==> config.mk <==
export PLATFORM = sky130hd
export DESIGN_NAME = seg_src_arbiter
export DESIGN_NICKNAME = d
export VERILOG_FILES = /design/src/rtl/seg_src_arbiter.sv
export SDC_FILE = /design/constraint.sdc
export NUM_CORES = 1
export LEC_CHECK = 0
export BUFFER_PORTS_ARGS = -buffer_cell sky130_fd_sc_hd__buf_2
export CORE_MARGIN = 1.5
export CORE_UTILIZATION = 25
export DETAILED_ROUTE_END_ITERATION = 8
export GPL_TIMING_DRIVEN = 0
export HOLD_SLACK_MARGIN = 0.03
export PLACE_DENSITY = 0.55
export SYNTH_ARGS = -nofsm -noshare
export SYNTH_HDL_FRONTEND = slang
export SYNTH_SLANG_ARGS = --single-unit
export TNS_END_PERCENT = 1
==> constraint.sdc <==
create_clock -name sys_clk -period 3.7 [get_ports sys_clk]
set_input_delay 0.37 -clock sys_clk [delete_from_list [all_inputs] [get_ports sys_clk]]
set_output_delay 0.37 -clock sys_clk [all_outputs]
set_load 0.03 [all_outputs]
==> src/rtl/seg_src_arbiter.sv <==
// Two-source arbiter for the 595 segment display. Enforces a minimum ownership time.
// Define SEG_ARB_RR_EN for round-robin; the default build uses fixed priority with A first.
module seg_src_arbiter #(
   parameter logic [23:0] HOLD_MAX = 24'd9_999_999
) (
   input  logic        sys_clk,
   input  logic        sys_rst_n,
   input  logic        req_a,
   input  logic [19:0] data_a,
   input  logic [5:0]  point_a,
   input  logic        sign_a,
   input  logic        req_b,
   input  logic [19:0] data_b,
   input  logic [5:0]  point_b,
   input  logic        sign_b,
   output logic        gnt_a,
   output logic        gnt_b,
   output logic [19:0] data,
   output logic [5:0]  point,
   output logic        sign,
   output logic        seg_en,
   output logic [1:0]  dbg_state
);

   // Handshake: req_x is a level; the owner keeps the display until it drops req_x,
   // or until the hold time has expired and the other source is allowed to preempt.
   typedef enum logic [1:0] {
      IDLE  = 2'd0,
      OWN_A = 2'd1,
      OWN_B = 2'd2
   } state_t;

   state_t      state_q, state_d;
   logic [23:0] hold_cnt_q, hold_cnt_d;
   logic        hold_expired;
   logic        tie_to_b;
   logic        a_yields;
   logic        gnt_a_q, gnt_b_q, seg_en_q, sign_q, sign_d;
   logic [19:0] data_q, data_d;
   logic [5:0]  point_q, point_d;

`ifdef SEG_ARB_RR_EN
   logic last_owner_q;   // 1 = A owned last, 0 = B owned last
   logic last_owner_d;

   assign tie_to_b = last_owner_q;
   assign a_yields = 1'b1;

   always_comb begin
      last_owner_d = last_owner_q;
      if (state_d == OWN_A && state_q != OWN_A) last_owner_d = 1'b1;
      else if (state_d == OWN_B && state_q != OWN_B) last_owner_d = 1'b0;
   end

   always_ff @(posedge sys_clk or negedge sys_rst_n) begin
      if (!sys_rst_n) last_owner_q <= 1'b0;
      else            last_owner_q <= last_owner_d;
   end
`else
   assign tie_to_b = 1'b0;
   assign a_yields = 1'b0;
`endif

   assign hold_expired = (hold_cnt_q == HOLD_MAX);

   always_comb begin
      state_d = state_q;
      case (state_q)
         IDLE: begin
            if (req_a && req_b) state_d = tie_to_b ? OWN_B : OWN_A;
            else if (req_a)     state_d = OWN_A;
            else if (req_b)     state_d = OWN_B;
         end
         OWN_A: begin
            if (!req_a)                                 state_d = req_b ? OWN_B : IDLE;
            else if (hold_expired && req_b && a_yields) state_d = OWN_B;
         end
         OWN_B: begin
            if (!req_b)                     state_d = req_a ? OWN_A : IDLE;
            else if (hold_expired && req_a) state_d = OWN_A;
         end
         default: state_d = IDLE;
      endcase
   end

   always_comb begin
      hold_cnt_d = hold_cnt_q;
      if (state_d != state_q)                    hold_cnt_d = 24'd0;
      else if (state_q != IDLE && !hold_expired) hold_cnt_d = hold_cnt_q + 24'd1;
   end

   // The mux follows the next owner so that data switches on the same edge as the grant.
   always_comb begin
      data_d  = 20'd0;
      point_d = 6'd0;
      sign_d  = 1'b0;
      if (state_d == OWN_A) begin
         data_d  = data_a;
         point_d = point_a;
         sign_d  = sign_a;
      end else if (state_d == OWN_B) begin
         data_d  = data_b;
         point_d = point_b;
         sign_d  = sign_b;
      end
   end

   always_ff @(posedge sys_clk or negedge sys_rst_n) begin
      if (!sys_rst_n) begin
         state_q    <= IDLE;
         hold_cnt_q <= 24'd0;
         gnt_a_q    <= 1'b0;
         gnt_b_q    <= 1'b0;
         seg_en_q   <= 1'b0;
         data_q     <= 20'd0;
         point_q    <= 6'd0;
         sign_q     <= 1'b0;
      end else begin
         state_q    <= state_d;
         hold_cnt_q <= hold_cnt_d;
         gnt_a_q    <= (state_d == OWN_A);
         gnt_b_q    <= (state_d == OWN_B);
         seg_en_q   <= (state_d != IDLE);
         data_q     <= data_d;
         point_q    <= point_d;
         sign_q     <= sign_d;
      end
   end

   assign gnt_a     = gnt_a_q;
   assign gnt_b     = gnt_b_q;
   assign seg_en    = seg_en_q;
   assign data      = data_q;
   assign point     = point_q;
   assign sign      = sign_q;
   assign dbg_state = state_q;

endmodule

**After elaboration in Yosys (flattened, before gate mapping)**

Index checks and enable logic that the tools add are counted.

- Register bits after elaboration: 56
- Memories: 0
- Logic and storage cells: 40
- Output and inout bits: 32
- Bits in latches: 0
- Memory bits (writable): 0
- Input bits: 58
- ROM bits: 0

- Reductions and logical operators: 8
- Shift operators: 0
- Add/sub/neg operators: 1
- Multipliers: 0
- Equality and inequality tests: 6
- Order comparisons: 0
- Bitwise gates (word level): 0
- Muxes and demuxes: 17
- Divide/modulo/power cells: 0

Operators with widths:

| kind | number |
|---|---|
| 24-bit two-way mux | 2 |
| 20-bit two-way mux | 2 |
| 24-bit by 1-bit adder with 24-bit output (second input constant) | 1 |
| 24-bit equality test (second input constant) | 1 |
| 2-bit two-way mux | 7 |
| 6-bit two-way mux | 2 |
| 2-bit case mux with 3 select lines | 1 |
| 2-bit nonzero test | 3 |
| 2-bit by 1-bit equality test with 1-bit output (second input constant) | 2 |
| 2-bit equality test (second input constant) | 2 |
| 1-bit logical AND | 3 |
| 1-bit two-way mux | 3 |
| 2-bit zero test | 1 |
| 2-bit inequality test | 1 |
| 1-bit zero test | 1 |

**Depth between registers and ports, before layout**

Gate-level depths: netlist (run 1).

- Depth in word-level cells: 8
- Mapped depth: 8

**Least setup slack after synthesis (run 1)**

No wires, ideal clock.

- Kind: register to register
- From: reg hold_cnt_q[12]
- To: reg hold_cnt_q[13]
- Path buffers: 3
- Period minus slack after synthesis: 2.045 ns
- Setup time: 0.121 ns
- Slack: 1.655 ns
- Data arrival time: 1.923 ns
- Cell stages (with the launch flop): 9
- Cell sequence: dfrtp_1 > buf_4 > nand4_1 > or4_1 > buf_2 > o31a_4 > a31oi_4 > buf_2 > nor2_1

- Cells in the longest elaborated chain, start to end: 7

RTL lines:

| item | RTL line | source |
|---|---|---|
| from (decl) | 34 | `logic [23:0] hold_cnt_q, hold_cnt_d;` |
| from (signal assigned) | 120 | `hold_cnt_q <= hold_cnt_d;` |
| 24-bit equality test | 64 | `assign hold_expired = (hold_cnt_q == HOLD_MAX);` |
| 1-bit logical AND | 80 | `else if (hold_expired && req_a) state_d = OWN_A;` |
| 2-bit two-way mux | 80 |  |
| 2-bit two-way mux | 79 | `if (!req_b) state_d = req_a ? OWN_A : IDLE;` |
| 2-bit case mux with 3 select lines | 68 | `case (state_q)` |
| 2-bit inequality test | 88 | `if (state_d != state_q) hold_cnt_d = 24'd0;` |
| 24-bit two-way mux / 2-bit nonzero test (equally long branches) | -- |  |

Several ways; a longest one is shown, not always the timed one. The select of a mux whose other input is x is not followed.
A chain may end at the register's enable or synchronous reset.

**Worst setup path after layout (run 1)**

- From: reg hold_cnt_q[21]
- To: reg hold_cnt_q[17]

- Cells in the longest elaborated chain, start to end: 7

RTL lines:

| item | RTL line |
|---|---|
| 24-bit equality test (*) | 64 |
| 1-bit logical AND | 80 |
| 2-bit two-way mux | 80 |
| 2-bit two-way mux | 79 |
| 2-bit case mux with 3 select lines | 68 |
| 2-bit inequality test | 88 |
| 24-bit two-way mux / 2-bit nonzero test (equally long branches) | -- |

Every way passes the cells marked *; elsewhere a longest branch is shown, timed or not.

==> flow_summary.toml, run 1 <==
[global_routing]
use_met3 = 0.0356
grt_usage = 0.120
use_met1 = 0.160
grt_pass1_vias = 2145
grt_busiest_layer = "met2"
grt_max_degree = 57
gr-total-overflow = 0
grt_pass1_wl_mm = 9.95
use_met2 = 0.189
antenna_found_initial = 0

[logic_synthesis]
syn_avg_cell_area_um2 = 11.2
synth_area_leaders = "dfrtp_1, a22o_1, a21oi_1"
synth_top_family_by_area = "compound AO/OA/AOI/OAI gates"
mappedNetlistArea_um2 = 2520
yosys.area_share.simple = 0.161
synth-xor-area-share = 0.0417
synth_nets = 283
ys_seq_area_frac = 0.556
synth.distinct_cells = 38
ys_ff_latch = 56
ys.warnings.count = 0
synthMuxAreaShare = 0.00397
synth-main-ff-cell = "dfrtp_1"
synthAdderAreaFrac = 0.00497
synth_top_area_cell = "dfrtp_1"
synth_async_sr_flop_share = 1.00
synth_compound_area_frac = 0.202
synth_top_area_share = 0.556
netlist_instances = 224
synth_edf_count = 0

[detailed_routing]
drtAntennaViolNets = 0
vias_per_cell = 4.67
drt_pass1_iterations = 4
drt-initial-drc-count = 43
vias = 2119
drc = 0
routedWlPerCell_um = 13.4
wl_mm = 6.08

[die]
die_w_um = 103
start_util = 0.258
dieArea_um2 = 10700
io_pins = 90
coreArea_um2 = 9770
rows = 36
die_y_um = 103

[pwr]
ir_drop_mv = 0.208
seq_power_share = 0.519
power.share.combinational = 0.208
netSwitchingPower_w = 0.000403
clkPwrFrac = 0.274
p_int_w = 0.000877
sw_frac_of_total = 0.315
p_per_area_nw_per_um2 = 397
cellLeakagePower_nw = 1.48

[sta]
slew_headroom = 0.524
hold_violations = 0
worst_pin_slew_ps = 715
finalMaxSlewViolations = 0
finalSetupTns_ps = 0
fin_worst_skew_ps = 7.73
fin_crit_sh = 0.658
finalCriticalPeriod_ps = 2430
rsz0062_at_grt = "false"
setup_viol = 0
max_freq_ghz = 0.411

[min_path]
hold_path_class = "input port to asynchronous set/reset pin"

[finish]
drive_gt1_frac = 0.355
area_delta_synth_final_pct = 28.0
final_util = 0.330
diodes = 0
final_nets = 379

[worst_setup_path]
path_class = "register to register"
cp.arrival_ps = 2640
crit_path_max_incr_delay_ps = 510
r2r_end = "hold_cnt_q[17]$_DFFE_PN0P_"
worstPathRequired_ps = 3910
cp_slowest_cell = "o31a_4"
cp-end-kind = "register"
worstSetupStartpointType = "register"
path_max_fanout = 10
r2r_slack_ps = 1270
crit_buf_inv = 1
reg2reg_depth = 6
critical-path-top-delay-family = "compound AO/OA/AOI/OAI gates"
cp_cell_sequence = "nor4b_1 > nand4_1 > o31a_4 > a31oi_4 > buf_2 > nor2_1"
cp.depth = 6
rr_startpoint = "hold_cnt_q[21]$_DFFE_PN0P_"

[clocking]
ctsResizeCount = 0
htreeDepth = 2
cts_max_path_buffers = 2
cts.sinks = 56
cts_tree = "built"
post_cts_buffers = 0
clk_latency_ps = 320
ctsRootBufferMaster = "clkbuf_8"
clk_pin_slew_ps = 110
cts_hold_buffers = 0
numCtsBuffers = 5

[status]
status = "completed"

[placed_design]
port_buffers = 89
dp_hpwl_mm = 4.48
routabilityCongestion = 0.780

[flow_run]
drv_cap = 0
-- synthesized netlist by cell type, types with 2 or more instances --
master / count
buf_6: 2
o211ai_1: 2
nand3_1: 10
o31ai_1: 4
nor2_1: 16
nand2b_1: 2
a22o_1: 27
o21ai_0: 11
nand2_1: 12
xnor2_1: 7
or3_1: 8
o31ai_2: 2
nand4_1: 6
or4_1: 6
xor2_1: 5
or2_2: 2
a21oi_1: 13
buf_2: 6
nor4_1: 2
and4_1: 2
dfrtp_1: 56
nor3_1: 5
inv_1: 3
-- power by group through the flow --
stage	Clock (W)	Sequential [W]	Combinational, W
finish	0.000350	0.000664	0.000266
global route	0.000389	0.000669	0.000289
CTS	0.000368	0.000665	0.000270
detailed placement	0	0.000677	0.000271
global placement	0	0.000676	0.000267
floorplan	0	0.000753	0.0000853
-- area by class of cell --
class / count / area, um^2
Fill cell: 1039 / 6550
Sequential cell: 56 / 1400
Multi-Input combinational cell: 155 / 1040
Timing Repair Buffer: 89 / 448
Tap cell: 133 / 166
Clock buffer: 5 / 68.8
Buffer: 10 / 63.8
Clock inverter: 3 / 21.3
Inverter: 3 / 11.3
-- registers in the layout (all words and copies together) (netlist names) --
register / cells
hold_cnt_q: 24
data: 20
seg_en: 1
dbg_state: 2
point: 6
gnt_a: 1
sign: 1
gnt_b: 1
-- cells by family after synthesis --
| logic type | after synthesis |
|---|---|
| buffers and inverters | 13 |
| AO/OA/AOI/OAI | 65 |
| AND/OR/NAND/NOR | 76 |
| multiplexers | 1 |
| flip-flops | 56 |
| XOR/XNOR | 12 |
| adder cells (fa/ha/maj) | 1 |
-- placed cells by master (no fill, tap or decap), types with 2 or more instances in the layout --
cell      count
clkbuf_8      5
o21ai_0      11
inv_1         3
xor2_1        5
nor2_1       16
buf_2        94
nand2_1      12
a22o_1       27
nor4_1        2
a21oi_1      13
or4_1         6
nand3_1      10
or3_1         8
buf_4         2
nor3_1        5
o211ai_1      2
nand4_1       6
dfrtp_1      56
buf_6         2
o31ai_2       2
or2_2         2
xnor2_1       7
o31ai_1       4
and4_1        2
nand2b_1      2
-- routing by layer --
layer / vias to the layer above / wire (um) / share of wire
met5: - / 0 / 0
met4: 0 / 89 / 0.015
met3: 9 / 348 / 0.057
met2: 63 / 2850 / 0.47
met1: 1021 / 2790 / 0.46
li1: 1026 / - / -
-- worst max-delay path by stage --
stage / from / end
final: hold_cnt_q[21]$_DFFE_PN0P_ / hold_cnt_q[17]$_DFFE_PN0P_
after global routing: hold_cnt_q[21]$_DFFE_PN0P_ / hold_cnt_q[9]$_DFFE_PN0P_
after floorplan: hold_cnt_q[12]$_DFFE_PN0P_ / hold_cnt_q[13]$_DFFE_PN0P_
after detailed placement: hold_cnt_q[18]$_DFFE_PN0P_ / hold_cnt_q[15]$_DFFE_PN0P_
after CTS: hold_cnt_q[21]$_DFFE_PN0P_ / hold_cnt_q[17]$_DFFE_PN0P_
after global placement: hold_cnt_q[21]$_DFFE_PN0P_ / hold_cnt_q[1]$_DFFE_PN0P_
-- stage by stage --
| step | hold WS (ps) | power, W | cells | setup WS [ps] | area (um^2) |
|---|---|---|---|---|---|
| after global placement | 531 | 0.000943 | 446 | 1260 | 3130 |
| final | 72.6 | 0.00128 | 454 | 1270 | 3220 |
| after detailed placement | 531 | 0.000947 | 446 | 1290 | 3130 |
| after CTS | 245 | 0.00130 | 454 | 1260 | 3220 |
| after floorplan | 74.4 | 0.000838 | 224 | 1660 | 2520 |
| after global routing | 157 | 0.00135 | 454 | 1150 | 3220 |
Power figures use the tool's default switching activity.
==> run 2: changes to the inputs <==
--- a/config.mk
+++ b/config.mk
@@ -5,13 +5,14 @@
 export SDC_FILE = /design/constraint.sdc
 export NUM_CORES = 1
 export LEC_CHECK = 0
+export ABC_AREA = 1
 export BUFFER_PORTS_ARGS = -buffer_cell sky130_fd_sc_hd__buf_2
 export CORE_MARGIN = 1.5
 export CORE_UTILIZATION = 25
 export DETAILED_ROUTE_END_ITERATION = 8
 export GPL_TIMING_DRIVEN = 0
 export HOLD_SLACK_MARGIN = 0.03
-export PLACE_DENSITY = 0.55
+export PLACE_DENSITY = 0.54
 export SYNTH_ARGS = -nofsm -noshare
 export SYNTH_HDL_FRONTEND = slang
 export SYNTH_SLANG_ARGS = --single-unit
==> constraint.sdc (replaced) <==
create_clock -name sys_clk -period 2.3 [get_ports sys_clk]
set_input_delay 0.23 -clock sys_clk [delete_from_list [all_inputs] [get_ports sys_clk]]
set_output_delay 0.23 -clock sys_clk [all_outputs]
set_load 0.03 [all_outputs]
==> run 2 against run 1 <==
Net effect: fmax increased by 32%; synthesized cell count up 27%; sequential power increased by 63%; sequential share of layout area decreased by 3.6 points; hold slack improved by 50 ps; power grew 86%; combinational power up 100%.
==> flow_summary.toml, run 2 <==
[logic_synthesis]
synth.distinct_cells = 31
ys.warnings.count = 0
synthTopCellsByCount = "dfrtp_1, nor2_1, nand2_1"
synth.most_common_cell = "dfrtp_1"
synth_async_sr_flop_share = 1.00
synth_top_area_share = 0.510
synth_area_leaders = "dfrtp_1, a22o_1, nor2_1"
synth_top_area_cell = "dfrtp_1"
syn_avg_cell_area_um2 = 9.65
synth-main-ff-cell = "dfrtp_1"
ys_seq_area_frac = 0.510
ys_ff_latch = 56
synth_nets = 344
netlist_instances = 285
synth_edf_count = 0
mappedNetlistArea_um2 = 2750

[sta]
max_freq_ghz = 0.541
setup_viol = 0
worst_pin_slew_ps = 704
fin_worst_skew_ps = 5.04
hold_violations = 0
slew_headroom = 0.531
hold_slack_ps = 122
fin_crit_sh = 0.804
finalCriticalPeriod_ps = 1850
rsz0062_at_grt = "false"
finalMaxSlewViolations = 0
finalSetupTns_ps = 0

[status]
status = "completed"

[pwr]
cellLeakagePower_nw = 1.68
totalPowerFinal_w = 0.00238
ir_drop_mv = 0.268
p_per_area_nw_per_um2 = 679

[clocking]
ctsRootBufferMaster = "clkbuf_8"
cts_hold_buffers = 0
cts_max_path_buffers = 2
ctsResizeCount = 0
cts.sinks = 56
clk_latency_ps = 310
numCtsBuffers = 5
cts_tree = "built"
post_cts_buffers = 0
htreeDepth = 2
clk_pin_slew_ps = 100

[global_routing]
gr-total-overflow = 0
grt_max_degree = 57
grt_usage = 0.114
antenna_found_initial = 0
grt_pass1_wl_mm = 10.6
grt_pass1_vias = 2299

[die]
io_pins = 90
die_y_um = 108
dieArea_um2 = 11600
rows = 38
die_w_um = 108
start_util = 0.255
coreArea_um2 = 10800

[worst_setup_path]
worstPathRequired_ps = 2510
worstSetupStartpointType = "register"
cp-end-kind = "register"
r2r_slack_ps = 450
path_max_fanout = 10
path_class = "register to register"
cp.arrival_ps = 2060

[detailed_routing]
vias = 2251
wl_mm = 6.29
routedWlPerCell_um = 12.1
drt-initial-drc-count = 72
drt_pass1_iterations = 4
drtAntennaViolNets = 0
drc = 0
vias_per_cell = 4.31

[finish]
diodes = 0
final_cell_area_um2 = 3510
largest_reg_flops = 24
regMostFlops = "hold_cnt_q"
final_nets = 441
final_util = 0.325
drive_gt1_frac = 0.353
final_cell_mix = "buf_2, dfrtp_1, nor2_1, nand2_1"
area_delta_synth_final_pct = 27.7
layout_commonest_cell = "buf_2"

[placed_design]
placed_area_um2 = 3370
port_buffers = 89
routabilityCongestion = 0.879
dp_hpwl_mm = 4.65

[flow_run]
drv_cap = 0

[min_path]
hold_path_class = "input port to register"
==> run 2: metal layers <==
metal,track usage,up-vias,routed length [um]
li1,-,1122,-
met1,0.138,1051,2890
met2,0.197,68,2920
met3,0.0248,10,357
met4,0.0451,0,133
met5,0,-,0
==> run 2: path summary, 6_finish.rpt <==
path	start	endpoint	depth (start not counted)
min in group asynchronous	sys_rst_n	hold_cnt_q[18]$_DFFE_PN0P_	2
worst min register to register	hold_cnt_q[1]$_DFFE_PN0P_	hold_cnt_q[1]$_DFFE_PN0P_	2
worst max register to register	hold_cnt_q[0]$_DFFE_PN0P_	hold_cnt_q[20]$_DFFE_PN0P_	11
worst max-delay path	hold_cnt_q[0]$_DFFE_PN0P_	hold_cnt_q[20]$_DFFE_PN0P_	11
max in group asynchronous	sys_rst_n	data[17]$_DFF_PN0_	2
worst min-delay path	data_b[11]	data[11]$_DFF_PN0_	2
==> run 2: stage by stage <==
step / worst slack [ps] / cells
after floorplan: 661 / 285
after global placement: 482 / 514
after detailed placement: 456 / 514
after CTS: 440 / 521
after global routing: 294 / 522
final: 450 / 522
==> run 2: report_power, final <==
group	leakage, nW	internal (W)	total, W	switching (W)
logic	0.882	0.000192	0.000543	0.000351
registers	0.736	0.00106	0.00108	0.0000253
clock network	0.0642	0.000429	0.000760	0.000331
total	1.68	0.00168	0.00238	0.000707
==> run 2: critical path: stages (launching register included) <==
cell and delay (ps):
dfrtp_1 400, ha_1 200, nand3_2 130, nor2_4 140, nand4_1 150, nand2_2 140, nand2_2 80, nand2_4 100
nand2_4 80, nand2_4 100, buf_6 160, nor2_1 60
==> run 2: final cells by class <==
type | count | area, um^2
fillers | 1105 | 7280
plain buffers | 10 | 108
repair buffers | 90 | 458
multi-input cells | 186 | 1120
clock buffers | 5 | 68.8
inverters | 33 | 124
flip-flops and latches | 56 | 1400
clock inverters | 2 | 60.1
well taps | 140 | 175
==> run 2: cells by family after synthesis <==
family	count (synthesis)	share of synthesized area
xor+xnor	17	0.0541
simple gates	134	0.246
compound gates	34	0.102
buf+inv	43	0.0842
fa+ha+maj	1	0.00455
flops	56	0.510
